**src/rtl/hazard_ctrl_if.sv**
```systemverilog
// Signal bundle between the pipeline stage registers / control_unit outputs and hazard_ctrl.
// The stage valid bits qualify their stage's fields. There is no valid/ready handshake; pc_stall is the only backpressure.
interface hazard_ctrl_if #(
  parameter int CNT_W = 32
);
  logic [4:0]       id_rs1;
  logic [4:0]       id_rs2;
  logic             id_uses_rs1;
  logic             id_uses_rs2;
  logic [4:0]       x_rd;
  logic             x_reg_wen;
  logic             x_is_load;
  logic             x_valid;
  logic             x_redirect;
  logic [4:0]       w_rd;
  logic             w_reg_wen;
  logic             w_valid;
  logic             cnt_clr;
  logic [1:0]       fwd_a_sel;
  logic [1:0]       fwd_b_sel;
  logic             pc_stall;
  logic             id_bubble;
  logic             id_kill;
  logic [CNT_W-1:0] cycle_cnt;
  logic [CNT_W-1:0] instr_cnt;
  logic [1:0]       state;

  modport master (
    output id_rs1, id_rs2, id_uses_rs1, id_uses_rs2,
    output x_rd, x_reg_wen, x_is_load, x_valid, x_redirect,
    output w_rd, w_reg_wen, w_valid, cnt_clr,
    input  fwd_a_sel, fwd_b_sel, pc_stall, id_bubble, id_kill,
    input  cycle_cnt, instr_cnt, state
  );

  modport slave (
    input  id_rs1, id_rs2, id_uses_rs1, id_uses_rs2,
    input  x_rd, x_reg_wen, x_is_load, x_valid, x_redirect,
    input  w_rd, w_reg_wen, w_valid, cnt_clr,
    output fwd_a_sel, fwd_b_sel, pc_stall, id_bubble, id_kill,
    output cycle_cnt, instr_cnt, state
  );
endinterface

```
**src/rtl/hazard_ctrl.sv**
```systemverilog
// Hazard sequencer for the 3-stage core: operand forwarding, load-use stall,
// wrong-path fetch squash after reset/redirect, and cycle/retire counters.
module hazard_ctrl #(
  parameter int CNT_W = 32
) (
  input logic         clk,
  input logic         rst_n,
  hazard_ctrl_if.slave bus
);

  typedef enum logic [1:0] {
    RST_WAIT = 2'd0,
    RUN      = 2'd1,
    REDIRECT = 2'd2,
    UNUSED   = 2'd3
  } state_t;

  localparam logic [CNT_W-1:0] CNT_ONE = {{(CNT_W-1){1'b0}}, 1'b1};

  state_t           state_q;
  logic [CNT_W-1:0] cycle_q;
  logic [CNT_W-1:0] instr_q;

  logic x_fwd_ok;
  logic w_fwd_ok;
  logic x_load_ok;
  logic a_x_hit;
  logic a_w_hit;
  logic b_x_hit;
  logic b_w_hit;
  logic load_use;
  logic in_run;

  always_ff @(posedge clk) begin
    if (!rst_n) begin
      state_q <= RST_WAIT;
    end else begin
      case (state_q)
        RST_WAIT: state_q <= RUN;
        RUN:      state_q <= bus.x_redirect ? REDIRECT : RUN;
        REDIRECT: state_q <= RUN;
        default:  state_q <= RST_WAIT;
      endcase
    end
  end

  // Clear wins over the increment on the same edge.
  always_ff @(posedge clk) begin
    if (!rst_n || bus.cnt_clr) begin
      cycle_q <= '0;
      instr_q <= '0;
    end else begin
      cycle_q <= cycle_q + CNT_ONE;
      instr_q <= instr_q + {{(CNT_W-1){1'b0}}, bus.w_valid};
    end
  end

  // A load's data is not available from X, so it can only forward once it reaches MW.
  assign x_fwd_ok  = bus.x_valid && bus.x_reg_wen && !bus.x_is_load && (bus.x_rd != 5'd0);
  assign w_fwd_ok  = bus.w_valid && bus.w_reg_wen && (bus.w_rd != 5'd0);
  assign x_load_ok = bus.x_valid && bus.x_reg_wen && bus.x_is_load && (bus.x_rd != 5'd0);

  assign a_x_hit = bus.id_uses_rs1 && x_fwd_ok && (bus.x_rd == bus.id_rs1);
  assign a_w_hit = bus.id_uses_rs1 && w_fwd_ok && (bus.w_rd == bus.id_rs1);
  assign b_x_hit = bus.id_uses_rs2 && x_fwd_ok && (bus.x_rd == bus.id_rs2);
  assign b_w_hit = bus.id_uses_rs2 && w_fwd_ok && (bus.w_rd == bus.id_rs2);

  assign bus.fwd_a_sel = a_x_hit ? 2'd1 : (a_w_hit ? 2'd2 : 2'd0);
  assign bus.fwd_b_sel = b_x_hit ? 2'd1 : (b_w_hit ? 2'd2 : 2'd0);

  assign load_use = x_load_ok &&
                    ((bus.id_uses_rs1 && (bus.x_rd == bus.id_rs1)) ||
                     (bus.id_uses_rs2 && (bus.x_rd == bus.id_rs2)));

  // A killed ID instruction is never stalled, so the stall only exists in RUN without a redirect.
  assign in_run        = (state_q == RUN);
  assign bus.pc_stall  = in_run && !bus.x_redirect && load_use;
  assign bus.id_bubble = in_run && !bus.x_redirect && load_use;
  assign bus.id_kill   = !in_run || bus.x_redirect;

  assign bus.state     = state_q;
  assign bus.cycle_cnt = cycle_q;
  assign bus.instr_cnt = instr_q;

endmodule

```
**src/flat_wrapper.sv**
```systemverilog
// flat-port wrapper written by rule: the top's interface ports become plain ports
module hazard_ctrl_flat 
#(
  parameter int CNT_W = 32
)
  (clk, rst_n, bus_id_rs1, bus_id_rs2, bus_id_uses_rs1, bus_id_uses_rs2, bus_x_rd, bus_x_reg_wen, bus_x_is_load, bus_x_valid, bus_x_redirect, bus_w_rd, bus_w_reg_wen, bus_w_valid, bus_cnt_clr, bus_fwd_a_sel, bus_fwd_b_sel, bus_pc_stall, bus_id_bubble, bus_id_kill, bus_cycle_cnt, bus_instr_cnt, bus_state);
  hazard_ctrl_if #(.CNT_W(CNT_W)) bus_i ();
  input logic clk;
  input logic rst_n;
  input wire logic [$bits(bus_i.id_rs1)-1:0] bus_id_rs1;
  input wire logic [$bits(bus_i.id_rs2)-1:0] bus_id_rs2;
  input wire logic [$bits(bus_i.id_uses_rs1)-1:0] bus_id_uses_rs1;
  input wire logic [$bits(bus_i.id_uses_rs2)-1:0] bus_id_uses_rs2;
  input wire logic [$bits(bus_i.x_rd)-1:0] bus_x_rd;
  input wire logic [$bits(bus_i.x_reg_wen)-1:0] bus_x_reg_wen;
  input wire logic [$bits(bus_i.x_is_load)-1:0] bus_x_is_load;
  input wire logic [$bits(bus_i.x_valid)-1:0] bus_x_valid;
  input wire logic [$bits(bus_i.x_redirect)-1:0] bus_x_redirect;
  input wire logic [$bits(bus_i.w_rd)-1:0] bus_w_rd;
  input wire logic [$bits(bus_i.w_reg_wen)-1:0] bus_w_reg_wen;
  input wire logic [$bits(bus_i.w_valid)-1:0] bus_w_valid;
  input wire logic [$bits(bus_i.cnt_clr)-1:0] bus_cnt_clr;
  output wire logic [$bits(bus_i.fwd_a_sel)-1:0] bus_fwd_a_sel;
  output wire logic [$bits(bus_i.fwd_b_sel)-1:0] bus_fwd_b_sel;
  output wire logic [$bits(bus_i.pc_stall)-1:0] bus_pc_stall;
  output wire logic [$bits(bus_i.id_bubble)-1:0] bus_id_bubble;
  output wire logic [$bits(bus_i.id_kill)-1:0] bus_id_kill;
  output wire logic [$bits(bus_i.cycle_cnt)-1:0] bus_cycle_cnt;
  output wire logic [$bits(bus_i.instr_cnt)-1:0] bus_instr_cnt;
  output wire logic [$bits(bus_i.state)-1:0] bus_state;
  assign bus_i.id_rs1 = bus_id_rs1;
  assign bus_i.id_rs2 = bus_id_rs2;
  assign bus_i.id_uses_rs1 = bus_id_uses_rs1;
  assign bus_i.id_uses_rs2 = bus_id_uses_rs2;
  assign bus_i.x_rd = bus_x_rd;
  assign bus_i.x_reg_wen = bus_x_reg_wen;
  assign bus_i.x_is_load = bus_x_is_load;
  assign bus_i.x_valid = bus_x_valid;
  assign bus_i.x_redirect = bus_x_redirect;
  assign bus_i.w_rd = bus_w_rd;
  assign bus_i.w_reg_wen = bus_w_reg_wen;
  assign bus_i.w_valid = bus_w_valid;
  assign bus_i.cnt_clr = bus_cnt_clr;
  assign bus_fwd_a_sel = bus_i.fwd_a_sel;
  assign bus_fwd_b_sel = bus_i.fwd_b_sel;
  assign bus_pc_stall = bus_i.pc_stall;
  assign bus_id_bubble = bus_i.id_bubble;
  assign bus_id_kill = bus_i.id_kill;
  assign bus_cycle_cnt = bus_i.cycle_cnt;
  assign bus_instr_cnt = bus_i.instr_cnt;
  assign bus_state = bus_i.state;
  hazard_ctrl #(.CNT_W(CNT_W)) u_core (.clk(clk), .rst_n(rst_n), .bus(bus_i));
endmodule
```
**config.mk**
```make
export PLATFORM = sky130hd
export DESIGN_NAME = hazard_ctrl_flat
export DESIGN_NICKNAME = d
export VERILOG_FILES = /design/src/rtl/hazard_ctrl_if.sv /design/src/rtl/hazard_ctrl.sv /design/src/flat_wrapper.sv
export SDC_FILE = /design/constraint.sdc
export NUM_CORES = 1
export LEC_CHECK = 0
export ABC_AREA = 1
export BUFFER_PORTS_ARGS = -buffer_cell sky130_fd_sc_hd__buf_2
export CORE_ASPECT_RATIO = 1.2
export CORE_MARGIN = 2
export CORE_UTILIZATION = 57
export DETAILED_ROUTE_END_ITERATION = 8
export PLACE_DENSITY = 0.86
export SETUP_SLACK_MARGIN = 0.5
export SLEW_MARGIN = 20
export SYNTH_ARGS = -nofsm -noshare
export SYNTH_HDL_FRONTEND = slang
export SYNTH_SLANG_ARGS = --single-unit
```
**constraint.sdc**
```tcl
create_clock -name clk -period 4.4 [get_ports clk]
set_input_delay 0.44 -clock clk [delete_from_list [all_inputs] [get_ports clk]]
set_output_delay 0.44 -clock clk [all_outputs]
set_load 0.005 [all_outputs]
```
==> key figures <==
Status
  – Status: finished clean

Worst setup path
  – Crit path from: bus_x_rd[3]
  – Worst EP arrival: about 1500 ps
  – Crit path required time: 3960 ps
  – Setup CP Type: input pin to primary output
  – Critical Path Fanout Max: 4
  – Type of origin of the critical path: input pin
  – R2R Setup Slk: about 2700 ps
  – Critical Path Sink Type: primary output
  – FF-to-FF Start: u_core.bus.instr_cnt[0]
  – Worst r2r dst: u_core.bus.instr_cnt[30]
  – R2R cell count: 9

Pwr
  – Pwr/cell area: 273 mW/mm²
  – Leakage: roughly 0.002 µW
  – Total power: 1290 µW
  – Maximum vdd ir drop: around 0.00020 V

Run
  – Max cap viols: 0

Clocking
  – CTS Root Cell: clkbuf_8
  – Setup repair bufs after CTS: 0
  – H-tree level count: 3
  – Cts hold-fix bufs: 0
  – CTS resizes: 0
  – Worst skew pair latency: about 340 ps
  – Clk sinks: 66
  – Clock tree buffer depth: 2
  – CTS buffer count: 9
  – TritonCTS clock tree: done
  – Worst-path clk slew: 70 ps

Place
  – Dpl hpwl: roughly 8000 µm
  – Worst slack at placement: 2320 ps
  – Port Buf Inserts: 103
  – Dpl cell area: between 0.004 and 0.005 mm²
  – GPL Wtd Cong: slightly above 0.9

Timing
  – Final Critical Period: approximately 1900 ps
  – RSZ-0062 raised after global routing: false
  – Final setup fails: 0
  – Slew @ Worst Pin: roughly 650 ps
  – Rel. slew slack: approximately 57%
  – Post-route clock skew: between 9 and 10 ps
  – Setup Total Neg Slack: 0 ps
  – Fin. max-slew vios: 0
  – Fin worst setup slack: 2490 ps
  – Final Hold Fails: 0
  – Final Cycle Share: 43.4%
  – Fmax: around 520 MHz

Yosys
  – Asr flop ratio synth: 0%
  – Syn nets: approximately 660
  – Biggest area consumer among synthesized cells: dfxtp_1
  – Synth cell types: 30
  – Yosys reg bits: 66
  – Top post-synthesis cells by area: dfxtp_1 (34%), nand2_1 (17%), nor2_1 (12%)
  – Number of synthesized flops with an enable pin: 0
  – Area share of the leading cell type in the synthesized netlist: about 34%
  – Syn Area/Cell: between 6 and 7 µm²
  – Mapped Area: roughly 0.004 mm²
  – Ys flop type: dfxtp_1
  – Yosys warns: 0
  – Mapped Cells: about 620
  – Register area share after synthesis: 33.9%

Min path
  – Hold_sp: rst_n
  – Worst hold endpoint: u_core.bus.state[0]
  – Hold path depth: 3
  – HP Class: input pin to flop

Finish
  – Highest-count cells in the layout ignoring fill and taps: nand2_1 (177), nor2_1 (121), buf_2 (103)
  – Area delta synth->final: 21.4%
  – Antenna diodes: 0
  – Final Core Density: 70.3%
  – Design area: around 0.0047 mm²
  – Multi-input gate area: 0.00224 mm²
  – Commonest non-fill, non-tap cell in the layout: nand2_1
  – Storage cell area: 0.00132 mm²
  – Nets: between 700 and 800
  – Fraction of layout cells with a size suffix above 1: a little over a fifth
  – Fillers: between 500 and 600

Detailed routing
  – Drt pass-1 iters: 5
  – DRC viols: 0
  – Post-Route WL: between 10000 and 15000 µm
  – Drt via density: 5.21
  – Routed Antenna Nets: 0
  – Routed len/inst: 12.3 µm
  – 1st-iter DRT viols: around 270
  – Vias: ~4300

Global routing
  – Total grt overflow: 0
  – First-pass GRT wire length: 17000 µm
  – Vias in the first global route: 3994
  – Initial antenna violation count: 0
  – Largest net degree at the start of global routing: 26
  – GRT Util Overall: 28.0%

Floorplan
  – Starting density of the core: 57.9%
  – Core area: ~0.0067 mm²
  – IO Count: 104
  – Die X: between 70 and 80 µm
  – Die area: 0.00752 mm²
  – Die height: approximately 95 µm
  – Row count: 33
[sequential cells by signal (all words and copies together) (netlist names)]
| register | cells |
|---|---|
| u_core.bus.state | 2 |
| u_core.bus.cycle_cnt | 32 |
| u_core.bus.instr_cnt | 32 |
[worst max-delay path by stage]
| stage | endpoint | slack, ps | cells past startpoint |
|---|---|---|---|
| floorplan | bus_pc_stall | 2700 | 5 |
| global placement | u_core.bus.instr_cnt[4] | 2380 | 8 |
| detailed placement | u_core.bus.instr_cnt[4] | 2320 | 8 |
| CTS | bus_fwd_a_sel[1] | 2500 | 7 |
| global route | bus_fwd_a_sel[1] | 2370 | 7 |
| finish | bus_fwd_a_sel[1] | 2490 | 7 |
[critical path, stage by stage]
cell     delay, ps
buf_2          130
or2_2          290
a21oi_1        140
nand3_1        110
nor2_1         180
nor2_1          60
buf_2          130
[cell type report]
class / count / share of cell area, %
multi-input cells: 472 / 47.4
flip-flops and latches: 66 / 27.9
repair buffers: 105 / 11.2
inverters: 77 / 6.11
clock buffers: 9 / 2.62
clock inverters: 7 / 2.48
well taps: 87 / 2.30
[synthesized netlist by cell type, types with 7 or more instances]
| cell type | n |
|---|---|
| xor2_1 | 7 |
| nor3_1 | 7 |
| nand2_1 | 177 |
| nor2_2 | 14 |
| nand2_2 | 7 |
| dfxtp_1 | 66 |
| a21oi_1 | 44 |
| nor2_1 | 121 |
| nor2_4 | 8 |
| inv_1 | 75 |
| nand3_1 | 35 |
| xnor2_1 | 12 |
| o21ai_0 | 15 |
[cells by family after synthesis]
kind of cell | synth area share [%]
and+or+nand+nor | 43.4
DFF | 33.9
AOI/OAI and AO/OA | 8.89
adders and majority gates | 0.963
buffers and inverters | 8.63
xor gates and xnor gates | 4.27
[where the power goes]
group / internal, µW / leakage, µW / switching (µW)
clock network: 375 / 0.000111 / 242
registers: 600 / 0.000532 / 2.27
logic: 30.2 / 0.00135 / 41.7
total: 1000 / 0.00199 / 286
[metal layers]
metal | wire [µm] | vias to the layer above | share of wire [%] | GRT usage, %
li1 | - | 2150 | - | -
met1 | 4010 | 1948 | 40 | 31.3
met2 | 5130 | 161 | 51 | 52.0
met3 | 720 | 28 | 7.1 | 4.78
met4 | 271 | 0 | 2.7 | 11.2
met5 | 0 | - | 0 | 0
[stage by stage]
stage	instances	hold slack [ps]
floorplan	624	444
global placement	807	449
detailed placement	807	464
CTS	823	288
global route	823	316
finish	823	296
No activity file was read; power rests on OpenSTA's default activity.
